**src/rtl/rst_seq_if.sv**
```systemverilog
// Handshake bundle for rst_seq_module: software re-sequence request, per-stage
// acknowledges, and the staged reset / status outputs.
`timescale 1ns/1ps
interface rst_seq_if #(
   parameter int P_STAGES = 4
);
   logic                i_req_rst;
   logic [P_STAGES-1:0] i_ack;
   logic [P_STAGES-1:0] o_rst;
   logic                o_done;
   logic                o_err;
   logic [2:0]          o_err_stage;

   modport master (
      output i_req_rst, i_ack,
      input  o_rst, o_done, o_err, o_err_stage
   );

   modport slave (
      input  i_req_rst, i_ack,
      output o_rst, o_done, o_err, o_err_stage
   );
endinterface

```
**src/rtl/rst_seq_module.sv**
```systemverilog
// Staged reset sequencer: releases per-domain resets in index order with a gap.
// Macro RST_SEQ_ACK_EN adds per-stage acknowledge wait with timeout error.
`timescale 1ns/1ps
module rst_seq_module #(
   parameter int P_STAGES    = 4,
   parameter int P_GAP_CYCLE = 16,
   parameter int P_TIMEOUT   = 1024
) (
   input  logic     i_clk,
   input  logic     i_rst,
   rst_seq_if.slave bus
);
   typedef enum logic [1:0] {S_GAP, S_WAIT, S_DONE, S_ERR} state_t;

   localparam logic [2:0]  LP_LAST     = 3'(P_STAGES - 1);
   localparam logic [15:0] LP_GAP_LAST = 16'(P_GAP_CYCLE - 1);

   state_t              r_state, w_state_nxt;
   logic [2:0]          r_k, w_k_nxt;
   logic [15:0]         r_cnt, w_cnt_nxt;
   logic [P_STAGES-1:0] r_rst, w_rst_nxt;
   logic                r_done, w_done_nxt;
   logic                r_err, w_err_nxt;
   logic [2:0]          r_err_stage, w_err_stage_nxt;
   logic [P_STAGES-1:0] w_k_onehot;

   always_comb begin
      w_k_onehot = '0;
      for (int i = 0; i < P_STAGES; i++) begin
         if (r_k == 3'(i)) w_k_onehot[i] = 1'b1;
      end
   end

`ifdef RST_SEQ_ACK_EN
   localparam logic [15:0] LP_TO_LAST = 16'(P_TIMEOUT - 1);
   logic w_ack_cur;
   // Only the acknowledge of the stage currently being waited on matters.
   assign w_ack_cur = |(bus.i_ack & w_k_onehot);
`else
   logic w_unused_ack;
   assign w_unused_ack = |bus.i_ack;
`endif

   always_comb begin
      w_state_nxt     = r_state;
      w_k_nxt         = r_k;
      w_cnt_nxt       = r_cnt;
      w_rst_nxt       = r_rst;
      w_done_nxt      = r_done;
      w_err_nxt       = r_err;
      w_err_stage_nxt = r_err_stage;
      if (bus.i_req_rst) begin
         w_state_nxt     = S_GAP;
         w_k_nxt         = '0;
         w_cnt_nxt       = '0;
         w_rst_nxt       = '1;
         w_done_nxt      = 1'b0;
         w_err_nxt       = 1'b0;
         w_err_stage_nxt = '0;
      end else begin
         case (r_state)
            S_GAP: begin
               if (r_cnt == LP_GAP_LAST) begin
                  w_rst_nxt = r_rst & ~w_k_onehot;
                  w_cnt_nxt = '0;
`ifdef RST_SEQ_ACK_EN
                  w_state_nxt = S_WAIT;
`else
                  if (r_k == LP_LAST) w_state_nxt = S_DONE;
                  else                w_k_nxt     = r_k + 3'd1;
`endif
               end else begin
                  w_cnt_nxt = r_cnt + 16'd1;
               end
            end
`ifdef RST_SEQ_ACK_EN
            S_WAIT: begin
               if (w_ack_cur) begin
                  if (r_k == LP_LAST) begin
                     w_state_nxt = S_DONE;
                     w_done_nxt  = 1'b1;
                  end else begin
                     w_k_nxt     = r_k + 3'd1;
                     w_cnt_nxt   = '0;
                     w_state_nxt = S_GAP;
                  end
               end else if (r_cnt == LP_TO_LAST) begin
                  w_state_nxt     = S_ERR;
                  w_err_nxt       = 1'b1;
                  w_err_stage_nxt = r_k;
               end else begin
                  w_cnt_nxt = r_cnt + 16'd1;
               end
            end
            S_ERR: begin
               w_state_nxt = S_ERR;
            end
`endif
            // Without acknowledge checking, done rises one edge after the last release.
            S_DONE: begin
               w_done_nxt = 1'b1;
            end
            default: begin
               w_state_nxt = r_state;
            end
         endcase
      end
   end

   always_ff @(posedge i_clk) begin
      if (i_rst) begin
         r_state     <= S_GAP;
         r_k         <= '0;
         r_cnt       <= '0;
         r_rst       <= '1;
         r_done      <= 1'b0;
         r_err       <= 1'b0;
         r_err_stage <= '0;
      end else begin
         r_state     <= w_state_nxt;
         r_k         <= w_k_nxt;
         r_cnt       <= w_cnt_nxt;
         r_rst       <= w_rst_nxt;
         r_done      <= w_done_nxt;
         r_err       <= w_err_nxt;
         r_err_stage <= w_err_stage_nxt;
      end
   end

   assign bus.o_rst       = r_rst;
   assign bus.o_done      = r_done;
   assign bus.o_err       = r_err;
   assign bus.o_err_stage = r_err_stage;
endmodule

```
**src/flat_wrapper.sv**
```systemverilog
// flat-port wrapper written by rule: the top's interface ports become plain ports
module rst_seq_module_flat 
#(
   parameter int P_STAGES    = 4,
   parameter int P_GAP_CYCLE = 16,
   parameter int P_TIMEOUT   = 1024
)
  (i_clk, i_rst, bus_i_req_rst, bus_i_ack, bus_o_rst, bus_o_done, bus_o_err, bus_o_err_stage);
  rst_seq_if #(.P_STAGES(P_STAGES)) bus_i ();
  input  logic i_clk;
  input  logic i_rst;
  input wire logic [$bits(bus_i.i_req_rst)-1:0] bus_i_req_rst;
  input wire logic [$bits(bus_i.i_ack)-1:0] bus_i_ack;
  output wire logic [$bits(bus_i.o_rst)-1:0] bus_o_rst;
  output wire logic [$bits(bus_i.o_done)-1:0] bus_o_done;
  output wire logic [$bits(bus_i.o_err)-1:0] bus_o_err;
  output wire logic [$bits(bus_i.o_err_stage)-1:0] bus_o_err_stage;
  assign bus_i.i_req_rst = bus_i_req_rst;
  assign bus_i.i_ack = bus_i_ack;
  assign bus_o_rst = bus_i.o_rst;
  assign bus_o_done = bus_i.o_done;
  assign bus_o_err = bus_i.o_err;
  assign bus_o_err_stage = bus_i.o_err_stage;
  rst_seq_module #(.P_STAGES(P_STAGES), .P_GAP_CYCLE(P_GAP_CYCLE), .P_TIMEOUT(P_TIMEOUT)) u_core (.i_clk(i_clk), .i_rst(i_rst), .bus(bus_i));
endmodule
```
**config.mk**
```make
export PLATFORM = sky130hd
export DESIGN_NAME = rst_seq_module_flat
export DESIGN_NICKNAME = d
export VERILOG_FILES = /design/src/rtl/rst_seq_if.sv /design/src/rtl/rst_seq_module.sv /design/src/flat_wrapper.sv
export SDC_FILE = /design/constraint.sdc
export NUM_CORES = 1
export LEC_CHECK = 0
export ABC_AREA = 1
export CORE_UTILIZATION = 25
export DETAILED_ROUTE_END_ITERATION = 8
export HOLD_SLACK_MARGIN = 0.08
export MAX_ROUTING_LAYER = met4
export SYNTH_ARGS = -nofsm -noshare
export SYNTH_HDL_FRONTEND = slang
export SYNTH_SLANG_ARGS = --single-unit
```
**constraint.sdc**
```tcl
create_clock -name i_clk -period 1.4 [get_ports i_clk]
set_input_delay 0.14 -clock i_clk [delete_from_list [all_inputs] [get_ports i_clk]]
set_output_delay 0.14 -clock i_clk [all_outputs]
set_load 0.01 [all_outputs]
```
==> flow_summary_export.csv, run 1 <==
group,metric,value,unit
route,drt_drc_violations_left,0,
worst_setup_path,rrSetupSlack,0.10,ns
worst_setup_path,critical-path-top-delay-family,"buffers and inverters",
layout,post-route-util,31.4,%
place,gp_congestion,0.786,
power_and_ir_drop,leakagePower,0.644,nW
synthesis,yosys.area.top_type,"dfxtp_1",
synthesis,synth_top_area_share,37.4,%
die,die_w,75.2,um
sta,layout_setup_ws,0.0752,ns
route,viasPerCell,4.19,
cts,cts_setup_buffers,0,
cts,numCtsBuffers,3,
cts,hold_buffers,0,
sta,period_share,94.6,%
cts,clockBufferDepth,2,
place,dpl.hpwl,1960,um
cts,clk_pin_slew_worst_paths,0.08,ns
layout,final_cells,274,
synthesis,synth_area,0.00134,mm2
worst_setup_path,cp-end-kind,"output port",
synthesis,synth.area.top_cells,"dfxtp_1 (37%), nor2_1 (11%), nand2_1 (10%)",
worst_setup_path,crit_fanout,3,
route,drtPass1Iterations,4,
global_route,grt_max_degree,14,
synthesis,syn_avg_cell_area,7.12,um2
layout,diodes,0,
synthesis,syn_inst,188,
layout,syn2layout_area_growth,20.4,%
die,initial_utilization,26.0,%
worst_setup_path,worstPathArrival,1.18,ns
global_route,grt-ovfl-total,0,
route,num_vias,1147,
status,status,"finished, final reports clean",
sta,skew,0.00380,ns
sta,period_minus_slack,1.32,ns
layout,seq_area,503,um2
worst_setup_path,path_cells,"clkdlybuf4s50_1",
power_and_ir_drop,power.density,737,mW/mm2
sta,clock.fmax,0.755,GHz
layout,layout.nets,218,
worst_setup_path,startpoint_type,"flop",
cts,cts_tree,"built",
global_route,grt_pass1_wl,4360,um
route,ant_nets,0,
layout,fillers,580,
worst_setup_path,slowest_delay,0.55,ns
global_route,antenna_found_initial,0,
global_route,grt_pass1_vias,1009,
cts,htreeDepth,1,
place,portBuffers,7,
synthesis,synth-seq-cells,25,
place,post-place-cells,270,
synthesis,ys_warn_count,0,
min_path,hold_class,"flop to flop",
worst_setup_path,crit_buf_inv,1,
die,die-area,0.00565,mm2
cts,ctsResizeCount,0,
job,maxCapViolCount,0,
place,dp_slack,0.0756,ns
route,post_drt_wl_per_cell,9.41,um
synthesis,ys_types,24,
cts,root_buffer,"clkbuf_8",
die,pin_count,16,
die,die_h,75.2,um
global_route,grt.total_usage,10.2,%
cts,clk_latency,0.27,ns
worst_setup_path,path_class,"flop to output port",
layout,multi_input_area,779,um2
worst_setup_path,required,1.26,ns
synthesis,ys_seq_area_share,37.4,%
layout,layout-drive-gt1-share,18.1,%
cts,clock-sinks,25,
worst_setup_path,critPathSlowestCell,"clkdlybuf4s50_1",
sta,setup_viol,0,
die,coreArea,0.00514,mm2
route,wl,2580,um
power_and_ir_drop,vdd_ir_drop_max,337,uV
route,drtIter0Drc,33,
sta,hold_viol,0,
die,num_rows,26,
sta,drv_slew,0,
[through the flow]
step | TNS [ns] | area, um2 | power, mW | hold slack, ns
4_1_cts | 0 | 1560 | 1.21 | 0.453
3_5_place_dp | 0 | 1520 | 0.777 | 0.434
2_1_floorplan | 0 | 1350 | 0.764 | 0.251
3_3_place_gp | 0 | 1520 | 0.776 | 0.430
5_1_grt | -0.0691 | 1610 | 1.25 | 0.498
6_report | 0 | 1610 | 1.19 | 0.448
[worst paths after layout]
| kind | from | to | depth (start not counted) |
|---|---|---|---|
| max | u_core.bus.o_rst[2]$_SDFFE_PP1P_ | bus_o_rst[2] | 1 |
| min | u_core.bus.o_rst[3]$_SDFFE_PP1P_ | u_core.bus.o_rst[3]$_SDFFE_PP1P_ | 2 |
| max reg2reg | u_core.r_cnt[1]$_SDFFE_PP0N_ | u_core.r_cnt[1]$_SDFFE_PP0N_ | 9 |
| min reg2reg | u_core.bus.o_rst[3]$_SDFFE_PP1P_ | u_core.bus.o_rst[3]$_SDFFE_PP1P_ | 2 |
[placed cells by master (no fill, tap or decap), types with 6 or more instances in the layout]
master / synthesis / routed
nand3_1: 15 / 14
nand2_2: 4 / 6
dfxtp_1: 25 / 23
nand2_1: 37 / 34
nor2_1: 40 / 39
buf_4: 4 / 7
inv_1: 13 / 13
clkdlybuf4s50_1: 0 / 7
a21oi_1: 6 / 6
[routing by layer]
metal | track usage (%) | part of all wire (%) | wire length [um] | vias up
met5 | - | 0 | 0 | -
met4 | 3.70 | 1.3 | 34 | 0
li1 | - | - | - | 627
met1 | 13.9 | 52 | 1350 | 511
met2 | 15.3 | 45 | 1160 | 5
met3 | 1.61 | 1.4 | 36 | 4
[cell usage after synthesis]
cell	instances
nor3_1	4
nand3_1	15
o21ai_1	1
nor3b_1	1
xor2_1	4
conb_1	1
o21bai_1	1
buf_6	1
a21boi_0	3
dfxtp_1	25
ha_1	6
o21ai_0	3
inv_1	13
buf_4	4
nor2_2	1
inv_2	6
nor2_4	4
nand3_2	2
a21oi_1	6
nor2_1	40
nand2_2	4
nor3b_2	1
nand4_1	5
nand2_1	37
[registers in the layout (all words and copies together), names as in the netlist]
signal	flops
u_core.bus.o_rst	4
u_core.r_cnt	16
u_core.r_k	3
u_core.r_state	1
u_core.bus.o_done	1
[logic make-up (layout without fill, tap and decap cells)]
family	count (synthesis)	in the layout	synth area share [%]
compound gates	14	14	5.98
xor+xnor	4	4	2.62
simple gates	114	114	39.7
fa+ha+maj	6	6	5.61
other cells	1	4	0.280
flops	25	25	37.4
buf+inv	24	37	8.41
[power by group]
part           total [mW]  leakage, nW  internal [mW]  switching, mW
clock network       0.423       0.0228          0.203          0.220
logic              0.0483        0.419         0.0197         0.0286
registers           0.716        0.203          0.714        0.00265
total                1.19        0.644          0.937          0.251
[layout make-up]
type | instances | share of cell area (%)
multi-input combinational | 142 | 48.4
timing repair buffer | 14 | 7.61
inverter | 19 | 4.58
clock buffer | 4 | 2.80
tap | 70 | 5.43
sequential | 25 | 31.2
Power figures use the tool's default switching activity.
==> run 2: changes to the inputs <==
--- a/config.mk
+++ b/config.mk
@@ -7,9 +7,11 @@
 export LEC_CHECK = 0
 export ABC_AREA = 1
 export CORE_UTILIZATION = 25
+export CTS_CLUSTER_DIAMETER = 50
 export DETAILED_ROUTE_END_ITERATION = 8
 export HOLD_SLACK_MARGIN = 0.08
 export MAX_ROUTING_LAYER = met4
+export SKIP_LAST_GASP = 1
 export SYNTH_ARGS = -nofsm -noshare
 export SYNTH_HDL_FRONTEND = slang
 export SYNTH_SLANG_ARGS = --single-unit
==> flow_summary_export.csv, run 2 (synthesis results as in run 1) <==
group,metric,value,unit
cts,root_buffer,"clkbuf_8",
die,die_w,75.2,um
sta,period_minus_slack,1.32,ns
layout,layout.nets,218,
sta,rsz0062_at_grt,"yes",
power_and_ir_drop,finalPower,1.19,mW
layout,layout-drive-gt1-share,17.6,%
worst_setup_path,required,1.26,ns
place,portBuffers,7,
die,pin_count,16,
layout,syn2layout_area_growth,20.2,%
layout,post-route-util,31.3,%
layout,final_common_cell,"nor2_1",
worst_setup_path,path_class,"flop to output port",
global_route,grt_pass1_vias,1009,
layout,layout_common_cells,"nor2_1 (39), nand2_1 (35), dfxtp_1 (23), nand3_1 (14), inv_1 (13)",
cts,clockBufferDepth,2,
die,num_rows,26,
min_path,hold_depth,2,
job,maxCapViolCount,0,
cts,cts_setup_buffers,0,
die,initial_utilization,26.0,%
layout,diodes,0,
power_and_ir_drop,vdd_ir_drop_max,337,uV
global_route,antenna_found_initial,0,
sta,setup_viol,0,
worst_setup_path,reg2regPathDepth,9,
route,ant_nets,0,
place,dpl.hpwl,1960,um
route,viasPerCell,4.18,
sta,clock.fmax,0.755,GHz
worst_setup_path,path_cells,"clkdlybuf4s50_1",
worst_setup_path,startpoint_type,"flop",
global_route,grt-ovfl-total,0,
worst_setup_path,crit_cells,1,
cts,htreeDepth,1,
route,drt_drc_violations_left,0,
sta,skew,0.00371,ns
route,drtIter0Drc,32,
route,num_vias,1146,
global_route,grt.total_usage,10.2,%
die,die_h,75.2,um
place,dpl_cell_area,0.00152,mm2
sta,period_share,94.6,%
worst_setup_path,critical-path-top-delay-family,"buffers and inverters",
worst_setup_path,crit_buf_inv,1,
sta,drv_slew,0,
global_route,grt_max_degree,14,
min_path,hold_class,"flop to flop",
layout,largest_register_ffs,16,
sta,hold_viol,0,
layout,fillers,580,
cts,clock-sinks,25,
worst_setup_path,slowest_delay,0.55,ns
layout,design_area,0.00161,mm2
route,wl,2570,um
power_and_ir_drop,power.density,738,mW/mm2
sta,whs,0.448,ns
worst_setup_path,critPathSlowestCell,"clkdlybuf4s50_1",
worst_setup_path,crit_fanout,3,
cts,cts_tree,"built",
layout,largest_register,"u_core.r_cnt",
cts,clk_latency,0.27,ns
die,coreArea,0.00514,mm2
cts,clk_pin_slew_worst_paths,0.08,ns
global_route,grt_pass1_wl,4360,um
place,gp_congestion,0.786,
cts,numCtsBuffers,3,
route,drtPass1Iterations,4,
worst_setup_path,worstPathArrival,1.18,ns
worst_setup_path,cp-end-kind,"output port",
power_and_ir_drop,leakagePower,0.644,nW
die,die-area,0.00565,mm2
route,post_drt_wl_per_cell,9.39,um
status,status,"finished, final reports clean",
run 2: cell counts in the layout (fill, tap and decap cells not counted):
No cell type changed its count.
run 2: final timing paths:
check                                   startpoint                          endpoint  slack [ns]
hold reg to reg   u_core.bus.o_rst[3]$_SDFFE_PP1P_  u_core.bus.o_rst[3]$_SDFFE_PP1P_        0.45
hold / removal    u_core.bus.o_rst[3]$_SDFFE_PP1P_  u_core.bus.o_rst[3]$_SDFFE_PP1P_        0.45
setup / recovery  u_core.bus.o_rst[2]$_SDFFE_PP1P_                      bus_o_rst[2]        0.08
setup reg to reg      u_core.r_cnt[1]$_SDFFE_PP0N_      u_core.r_cnt[1]$_SDFFE_PP0N_        0.10
run 2: routing by layer:
layer / wire, um / vias to the layer above / part of all wire (%) / track usage, %
li1: - / 627 / - / -
met1: 1350 / 510 / 52 / 13.9
met2: 1160 / 5 / 45 / 15.3
met3: 36 / 4 / 1.4 / 1.61
met4: 34 / 0 / 1.3 / 3.70
met5: 0 / - / 0 / -
run 2: power by group:
group	internal (mW)	switching (mW)	leakage, nW	total [mW]
Combinational	0.0194	0.0283	0.419	0.0478
Sequential	0.714	0.00265	0.203	0.716
Clock	0.203	0.220	0.0228	0.423
run 2: cell type report:
class / count / area, um2 / area share (%)
sequential: 25 / 503 / 31.3
tap: 70 / 87.6 / 5.44
inverter: 19 / 73.8 / 4.59
timing repair buffer: 14 / 123 / 7.62
multi-input combinational: 142 / 777 / 48.3
clock buffer: 4 / 45.0 / 2.80
run 2: stage by stage:
step,setup WS [ns],cells,setup TNS (ns)
after floorplan,0.154,191,0
after global placement,0.0948,270,0
after detailed placement,0.0756,270,0
after CTS,0.0603,274,0
after global routing,-0.0259,274,-0.0841
final,0.0752,274,0
run 2: worst register-to-register path: stages, from the launching register on:
cell and delay (ns):
dfxtp_2 0.36, ha_4 0.14, nand2_2 0.06, inv_2 0.09, nand2_2 0.07, nor2_4 0.16
nand2_2 0.08, nand2_4 0.10, buf_4 0.12, nor3_1 0.03
run 2: timing repair:
action,in CTS,in global routing
hold buffers,0,0
setup endpoints to repair,0,14
resized for setup,0,12
==> run 3: changes to the inputs <==
==> constraint.sdc (replaced) <==
create_clock -name i_clk -period 1.4 [get_ports i_clk]
set_input_delay 0.28 -clock i_clk [delete_from_list [all_inputs] [get_ports i_clk]]
set_output_delay 0.28 -clock i_clk [all_outputs]
set_load 0.01 [all_outputs]
==> flow_summary_export.csv, run 3 (synthesis results as in run 1) <==
group,metric,value,unit
status,status,"finished, final reports clean",
worst_setup_path,path_class,"flop to flop",
power_and_ir_drop,leakagePower,0.639,nW
cts,clk_pin_slew_worst_paths,0.08,ns
sta,skew,0.00148,ns
power_and_ir_drop,power.density,753,mW/mm2
worst_setup_path,rrSetupSlack,0.1,ns
power_and_ir_drop,p_seq_share,60.0,%
place,portBuffers,7,
worst_setup_path,startpoint_type,"flop",
power_and_ir_drop,p_sw,0.255,mW
global_route,grt.total_usage,9.92,%
sta,period_share,93.2,%
cts,clk_latency,0.27,ns
power_and_ir_drop,swShare,21.4,%
cts,numCtsBuffers,3,
layout,largest_register_ffs,16,
min_path,hold_class,"flop to flop",
sta,clock.fmax,0.767,GHz
cts,htreeDepth,1,
cts,cts_tree,"built",
layout,layout_common_cells,"nor2_1 (40), nand2_1 (36), dfxtp_1 (23), nand3_1 (14), inv_1 (13)",
die,pin_count,16,
sta,hold_viol,0,
route,num_vias,1148,
route,drt_drc_violations_left,0,
min_path,min_to,"u_core.bus.o_rst[3]$_SDFFE_PP1P_",
layout,largest_register,"u_core.r_cnt",
min_path,min_from,"u_core.bus.o_rst[3]$_SDFFE_PP1P_",
die,die_w,75.2,um
global_route,grt_max_degree,14,
global_route,grt_pass1_vias,964,
layout,layout.nets,218,
layout,fillers,582,
global_route,antenna_found_initial,0,
layout,diodes,0,
cts,clock-sinks,25,
layout,final_cells,274,
cts,clockBufferDepth,2,
job,maxCapViolCount,0,
die,initial_utilization,26.0,%
sta,layout_setup_ws,0.0959,ns
sta,drv_slew,0,
worst_setup_path,crit_fanout,4,
global_route,grt_pass1_wl,4130,um
die,num_rows,26,
place,dp_slack,0.0395,ns
worst_setup_path,required,1.57,ns
layout,layout-drive-gt1-share,16.7,%
route,ant_nets,0,
layout,multi_input_area,757,um2
place,dpl.hpwl,1940,um
place,gp_congestion,0.798,
cts,root_buffer,"clkbuf_8",
worst_setup_path,worstReg2RegEnd,"u_core.r_cnt[1]$_SDFFE_PP0N_",
die,die-area,0.00565,mm2
place,post-place-cells,270,
route,post_drt_wl_per_cell,9.11,um
route,viasPerCell,4.19,
power_and_ir_drop,pwr-share-clk,36.0,%
power_and_ir_drop,vdd_ir_drop_max,637,uV
global_route,grt-ovfl-total,0,
sta,fin_setup_tns,0,ns
route,wl,2500,um
worst_setup_path,worstPathArrival,1.47,ns
worst_setup_path,cp-end-kind,"flop",
power_and_ir_drop,finalPower,1.19,mW
sta,whs,0.446,ns
worst_setup_path,r2r_start,"u_core.r_cnt[0]$_SDFFE_PP0N_",
route,drtPass1Iterations,6,
power_and_ir_drop,p_int,0.937,mW
sta,setup_viol,0,
layout,syn2layout_area_growth,18.2,%
min_path,hold_depth,2,
layout,final_common_cell,"nor2_1",
sta,period_minus_slack,1.30,ns
sta,rsz0062_at_grt,"yes",
power_and_ir_drop,p_comb_share,4.0,%
route,drtIter0Drc,29,
worst_setup_path,reg2regPathDepth,9,
die,die_h,75.2,um
cts,cts_setup_buffers,0,
die,coreArea,0.00514,mm2
layout,seq_area,503,um2
## run 3: cell types whose count changed in the layout (fill, tap and decap cells not counted)
cell             before  now
nor2_1               39   40
nand2_1              35   36
nor2_4                5    4
ha_4                  1    0
nand2_2               5    4
ha_2                  0    1
dlygate4sd2_1         0    5
clkdlybuf4s50_1       7    2
## run 3: layout make-up
cell class / count / share of cell area, %
timing repair buffer: 14 / 7.35
tap: 70 / 5.53
inverter: 19 / 4.66
multi-input combinational: 142 / 47.8
sequential: 25 / 31.8
clock buffer: 4 / 2.85
## run 3: per-stage QoR
step / utilization, % / area [um2]
2_1_floorplan: - / 1350
3_3_place_gp: 29.6 / 1520
3_5_place_dp: 29.6 / 1520
4_1_cts: 30.3 / 1560
5_1_grt: 30.8 / 1580
6_report: 30.8 / 1580
## run 3: power by group through the flow
stage	clock network (mW)	logic, mW	registers, mW
after floorplan	0	0.0316	0.732
after global placement	0	0.0445	0.731
final	0.429	0.0472	0.715
after CTS	0.449	0.0452	0.715
after detailed placement	0	0.0451	0.731
after global routing	0.473	0.0533	0.716
## run 3: what timing repair did
item                                    in CTS  in global routing
endpoints found under the setup margin       5                 11
pin swaps                                    0                  2
gates cloned                                 0                  0
gates resized for setup                      5                  8
hold buffers                                 0                  0
## run 3: worst max-delay path: stages (launching register included)
cell     delay [ns]
dfxtp_2        0.34
ha_2           0.17
nand2_1        0.06
inv_2          0.09
nand2_2        0.07
nor2_4         0.16
nand2_2        0.08
nand2_4        0.09
buf_4          0.12
nor3_1         0.04
## run 3: worst max-delay path by stage
| stage | start | end | slack (ns) | depth (start not counted) |
|---|---|---|---|---|
| floorplan | u_core.r_cnt[0]$_SDFFE_PP0N_ | u_core.r_cnt[14]$_SDFFE_PP0N_ | 0.15 | 10 |
| global placement | i_rst | u_core.r_cnt[2]$_SDFFE_PP0N_ | 0.07 | 4 |
| detailed placement | i_rst | u_core.r_cnt[2]$_SDFFE_PP0N_ | 0.04 | 4 |
| CTS | u_core.r_cnt[0]$_SDFFE_PP0N_ | u_core.r_cnt[14]$_SDFFE_PP0N_ | 0.07 | 10 |
| global route | u_core.r_cnt[0]$_SDFFE_PP0N_ | u_core.r_k[1]$_SDFFE_PP0P_ | -0.01 | 9 |
| finish | u_core.r_cnt[0]$_SDFFE_PP0N_ | u_core.r_cnt[1]$_SDFFE_PP0N_ | 0.1 | 9 |
## run 3: layer usage
metal | vias to the layer above | routed length (um) | GRT usage, %
met1 | 507 | 1280 | 13.0
met3 | 5 | 47 | 2.01
met4 | 0 | 40 | 4.32
li1 | 624 | - | -
met5 | - | 0 | -
met2 | 12 | 1120 | 14.8
